--- config.mk ---
export PLATFORM = sky130hd
export DESIGN_NAME = sync_fifo_param
export DESIGN_NICKNAME = d
export VERILOG_FILES = /design/src/rtl/sync_fifo_param.sv
export SDC_FILE = /design/constraint.sdc
export NUM_CORES = 1
export LEC_CHECK = 0
export BUFFER_PORTS_ARGS = -buffer_cell sky130_fd_sc_hd__buf_4
export CAP_MARGIN = 25
export CORE_ASPECT_RATIO = 1.5
export CORE_MARGIN = 4
export CORE_UTILIZATION = 55
export CTS_CLUSTER_SIZE = 24
export DETAILED_ROUTE_END_ITERATION = 10
export GPL_TIMING_DRIVEN = 0
export PLACE_DENSITY = 0.74
export SLEW_MARGIN = 30
export SYNTH_ARGS = -nofsm -noshare
export SYNTH_HDL_FRONTEND = slang
export SYNTH_SLANG_ARGS = --single-unit
--- constraint.sdc ---
create_clock -name clk -period 3.6 [get_ports clk]
set_input_delay 0.72 -clock clk [delete_from_list [all_inputs] [get_ports clk]]
set_output_delay 0.72 -clock clk [all_outputs]
set_load 0.005 [all_outputs]
--- src/rtl/sync_fifo_param.sv ---
// sync_fifo_param: parametrised single-clock FIFO with level flags, sticky error flags
// and a selectable first-word-fall-through read mode.
module sync_fifo_param #(
  parameter int DATA_WIDTH = 8,
  parameter int DEPTH = 16,
  parameter int AF_LEVEL = 14,
  parameter int AE_LEVEL = 2,
  parameter int FWFT = 0,
  localparam int AW = $clog2(DEPTH)
) (
  input  logic                  clk,
  input  logic                  rst,
  input  logic                  w_inc,
  input  logic [DATA_WIDTH-1:0] w_data,
  input  logic                  rd_inc,
  output logic [DATA_WIDTH-1:0] rd_data,
  output logic                  full_flag,
  output logic                  empty_flag,
  output logic                  almost_full,
  output logic                  almost_empty,
  output logic [AW:0]           fill_count,
  input  logic                  clr_err,
  output logic                  overflow,
  output logic                  underflow
);
  logic [DATA_WIDTH-1:0] r_mem [DEPTH];
  logic [AW:0] r_wr_ptr, r_rd_ptr, w_count;
  logic r_overflow, r_underflow, w_wr_acc, w_rd_acc;
  // the extra pointer bit lets the plain difference distinguish full from empty
  assign w_count = r_wr_ptr - r_rd_ptr;
  assign fill_count = w_count;
  assign full_flag = w_count == (AW+1)'(DEPTH);
  assign empty_flag = w_count == '0;
  assign almost_full = w_count >= (AW+1)'(AF_LEVEL);
  assign almost_empty = w_count <= (AW+1)'(AE_LEVEL);
  assign w_wr_acc = w_inc && !full_flag;
  assign w_rd_acc = rd_inc && !empty_flag;
  assign overflow = r_overflow;
  assign underflow = r_underflow;
  always_ff @(posedge clk) begin
    if (rst) begin
      r_wr_ptr <= '0;
      r_rd_ptr <= '0;
      r_overflow <= 1'b0;
      r_underflow <= 1'b0;
    end else begin
      r_wr_ptr <= r_wr_ptr + (AW+1)'(w_wr_acc);
      r_rd_ptr <= r_rd_ptr + (AW+1)'(w_rd_acc);
      r_overflow <= (w_inc && full_flag) || (r_overflow && !clr_err);
      r_underflow <= (rd_inc && empty_flag) || (r_underflow && !clr_err);
    end
  end
  always_ff @(posedge clk) begin
    if (w_wr_acc && !rst) r_mem[r_wr_ptr[AW-1:0]] <= w_data;
  end
  generate
    if (FWFT != 0) begin : g_fwft
      assign rd_data = r_mem[r_rd_ptr[AW-1:0]];
    end else begin : g_std
      logic [DATA_WIDTH-1:0] r_rd_data;
      always_ff @(posedge clk) begin
        if (rst) r_rd_data <= '0;
        else if (w_rd_acc) r_rd_data <= r_mem[r_rd_ptr[AW-1:0]];
      end
      assign rd_data = r_rd_data;
    end
  endgenerate
endmodule

==> flow_summary.toml <==
[detailed_routing]
vias = 3318
drtIter0Drc = 305
first_pass_iters = 5
antenna_left = 0
drcViolationCount = 0
wl_per_cell_um = 22.6
viasPerCell = 5.94
wl_um = 12600

[synthesis]
ys_warn_count = 0
synth_nets = 365
synthTopCellsByArea = "edfxtp_1 (63%), mux4_2 (12%), dfxtp_1 (6.6%)"
synth_ff_type = "edfxtp_1"
ys_ff_latch = 148
yosysTopAreaCellShare_pct = 63.5
synth_cell_type_count = 41
synth_area_leader_cell = "edfxtp_1"
async_flop_share_pct = 0
syn_inst = 343
synth_edf_count = 128
synth_area_per_cell_sq_um = 17.7
yosysSeqAreaShare_pct = 70.1
syn_area_sq_um = 6060

[cells_and_area]
final_common_cell = "edfxtp_1"
finalInstanceArea_sq_um = 7290
drive_above_1_share_pct = 38.1
layout_common_cells = "edfxtp_1 (128), buf_4 (38), mux4_2 (32)"
nets = 424
antenna_cells = 0
multi_input_area_sq_um = 1750
seqCellArea_sq_um = 4250
nFillCells = 690
area_growth_pct = 20.3

[cts]
insertion_delay_ns = 0.42
htree_levels = 4
cts.reportedPaths.clkPinSlew_ns = 0.06
cts_hold_buffers = 0
cts_sinks = 148
clockBufferDepth = 2
root_buffer = "clkbuf_16"
cts_made_buffers = 17
tritoncts = "done"

[hold_path]
min_path_type = "reg2reg"
holdCritStartpoint = "rd_data[5]"
holdPathStages = 2
min_to = "rd_data[5]"

[pwr]
power.density_nw_per_um2 = 759
p_leak_nw = 2.43
worst_ir_drop_vdd_mv = 0.410

[floorplanning]
die_h_um = 137
die-width_um = 93.7
core_sq_um = 10600
dieArea_sq_um = 12800
boundaryPins = 32
num_rows = 46
initial_utilization_pct = 56.9

[timing]
drv_slew = 0
final.min_clock_period_ns = 3.48
tns_ns = 0
finalSetupViolations = 0
finalCritPeriodShare_pct = 96.6
max_slew.worst_pin.slew_ns = 0.830
rsz0062_at_grt = "false"
skew_ns = 0.0115
relSlewSlack_pct = 44.4
max_freq_mhz = 287
finalHoldViolations = 0

[critical_path]
worstRegToRegCells = 9
end_kind = "output port"
crit_arrival_ns = 2.76
path_class = "reg2out"
worst_setup_path_start_kind = "register"
r2r_slack_ns = 0.39
r2r_end = "r_mem[2][4]"
path_max_fanout = 11
cp_data_required_time_ns = 2.88
r2r_start = "r_rd_ptr[2]"

[global_routing]
grt_max_degree = 17
gr-max-usage-layer = "met2"
antenna_found_initial = 0
grt_pass1_wl_um = 18800
grt_pass1_vias = 3290
met2_usage_pct = 35.7
grtUsageMet3_pct = 5.12
grt_overflow = 0
met1_usage_pct = 24.9
grt_use_total_pct = 21.0

[status]
status = "finished, final reports clean"

[place]
place_congestion = 0.845
hpwl_um = 8330
dpl_cell_area_sq_um = 6570
io_buffers = 30

[job]
maxCapViolCount = 0
## worst max-delay path by stage
stage | from | to | slack, ns | depth (start not counted)
CTS | r_rd_ptr[1] | empty_flag | 0.0009 | 11
global placement | r_rd_ptr[1] | r_mem[0][5] | -0.88 | 9
floorplan | r_rd_ptr[1] | r_rd_ptr[4] | 0.13 | 16
detailed placement | r_rd_ptr[1] | r_wr_ptr[4] | -0.75 | 15
global route | r_rd_ptr[1] | empty_flag | 0.03 | 10
finish | r_rd_ptr[1] | empty_flag | 0.12 | 10
## registers in the layout, summed over array words and instances (netlist names)
signal and flops:
r_wr_ptr 5, r_mem 128, overflow 1, r_rd_ptr 5, underflow 1, rd_data 8
## area by class of cell
| cell class | count | share of cell area [%] |
|---|---|---|
| clock inverter | 12 | 2.46 |
| tap | 144 | 2.47 |
| multi-input combinational | 165 | 24.1 |
| timing repair buffer | 41 | 4.12 |
| buffer | 18 | 1.63 |
| inverter | 11 | 0.653 |
| sequential | 148 | 58.3 |
| clock buffer | 20 | 6.27 |
## critical path, cell delays in order (launching register included)
cell	delay (ns)
dfxtp_2	0.32
clkbuf_8	0.13
clkbuf_16	0.16
inv_2	0.07
fa_2	0.46
nand2b_4	0.16
a2111o_1	0.43
a2bb2o_4	0.22
buf_6	0.14
inv_6	0.11
buf_4	0.12
## power by group
part	internal (W)	switching, W
sequential	0.00195	0.0000542
clock	0.00120	0.000666
combinational	0.000821	0.000843
total	0.00397	0.00156
## metal layers
metal | wire length [um] | up-vias
li1 | - | 1478
met1 | 4630 | 1673
met2 | 6800 | 135
met3 | 709 | 32
met4 | 500 | 0
met5 | 0 | -
## repair_timing
item                                    in CTS  in global routing
pin swaps                                    1                  4
endpoints found under the setup margin     145                  3
gates resized for setup                     10                  6
buffers inserted                             2                  5
## per-stage QoR
step	util [%]	setup WS, ns	power (W)	instances	hold slack, ns
3_5_place_dp	61.7	-0.754	0.00364	521	0.460
4_1_cts	68.2	0.000904	0.00556	555	0.468
2_1_floorplan	-	0.127	0.00311	343	0.463
5_1_grt	68.4	0.0312	0.00576	559	0.486
6_report	68.4	0.121	0.00553	559	0.470
3_3_place_gp	60.7	-0.877	0.00358	517	0.453
## cells in the mapped netlist, drive strengths merged (2+ instances only)
| master | number |
|---|---|
| or3 | 2 |
| nand3b | 2 |
| o21ai | 8 |
| nand2b | 4 |
| edfxtp | 128 |
| a22oi | 16 |
| clkbuf | 9 |
| nor2 | 10 |
| xor2 | 5 |
| dfxtp | 20 |
| mux4 | 32 |
| a21oi | 14 |
| buf | 10 |
| ha | 8 |
| xnor2 | 4 |
| inv | 10 |
| nor3 | 12 |
| nand3 | 13 |
| nand2 | 13 |
| nor2b | 7 |
| nor4 | 4 |
## cells by family after synthesis
family / Yosys count / share of synthesized area [%]
buffers and inverters: 30 / 2.56
AND/OR/NAND/NOR: 72 / 6.12
AO/OA/AOI/OAI: 43 / 5.93
XOR/XNOR: 9 / 1.43
adder cells (fa/ha/maj): 9 / 1.98
flip-flops: 148 / 70.1
multiplexers: 32 / 11.9
(Power assumes the default switching activity.)
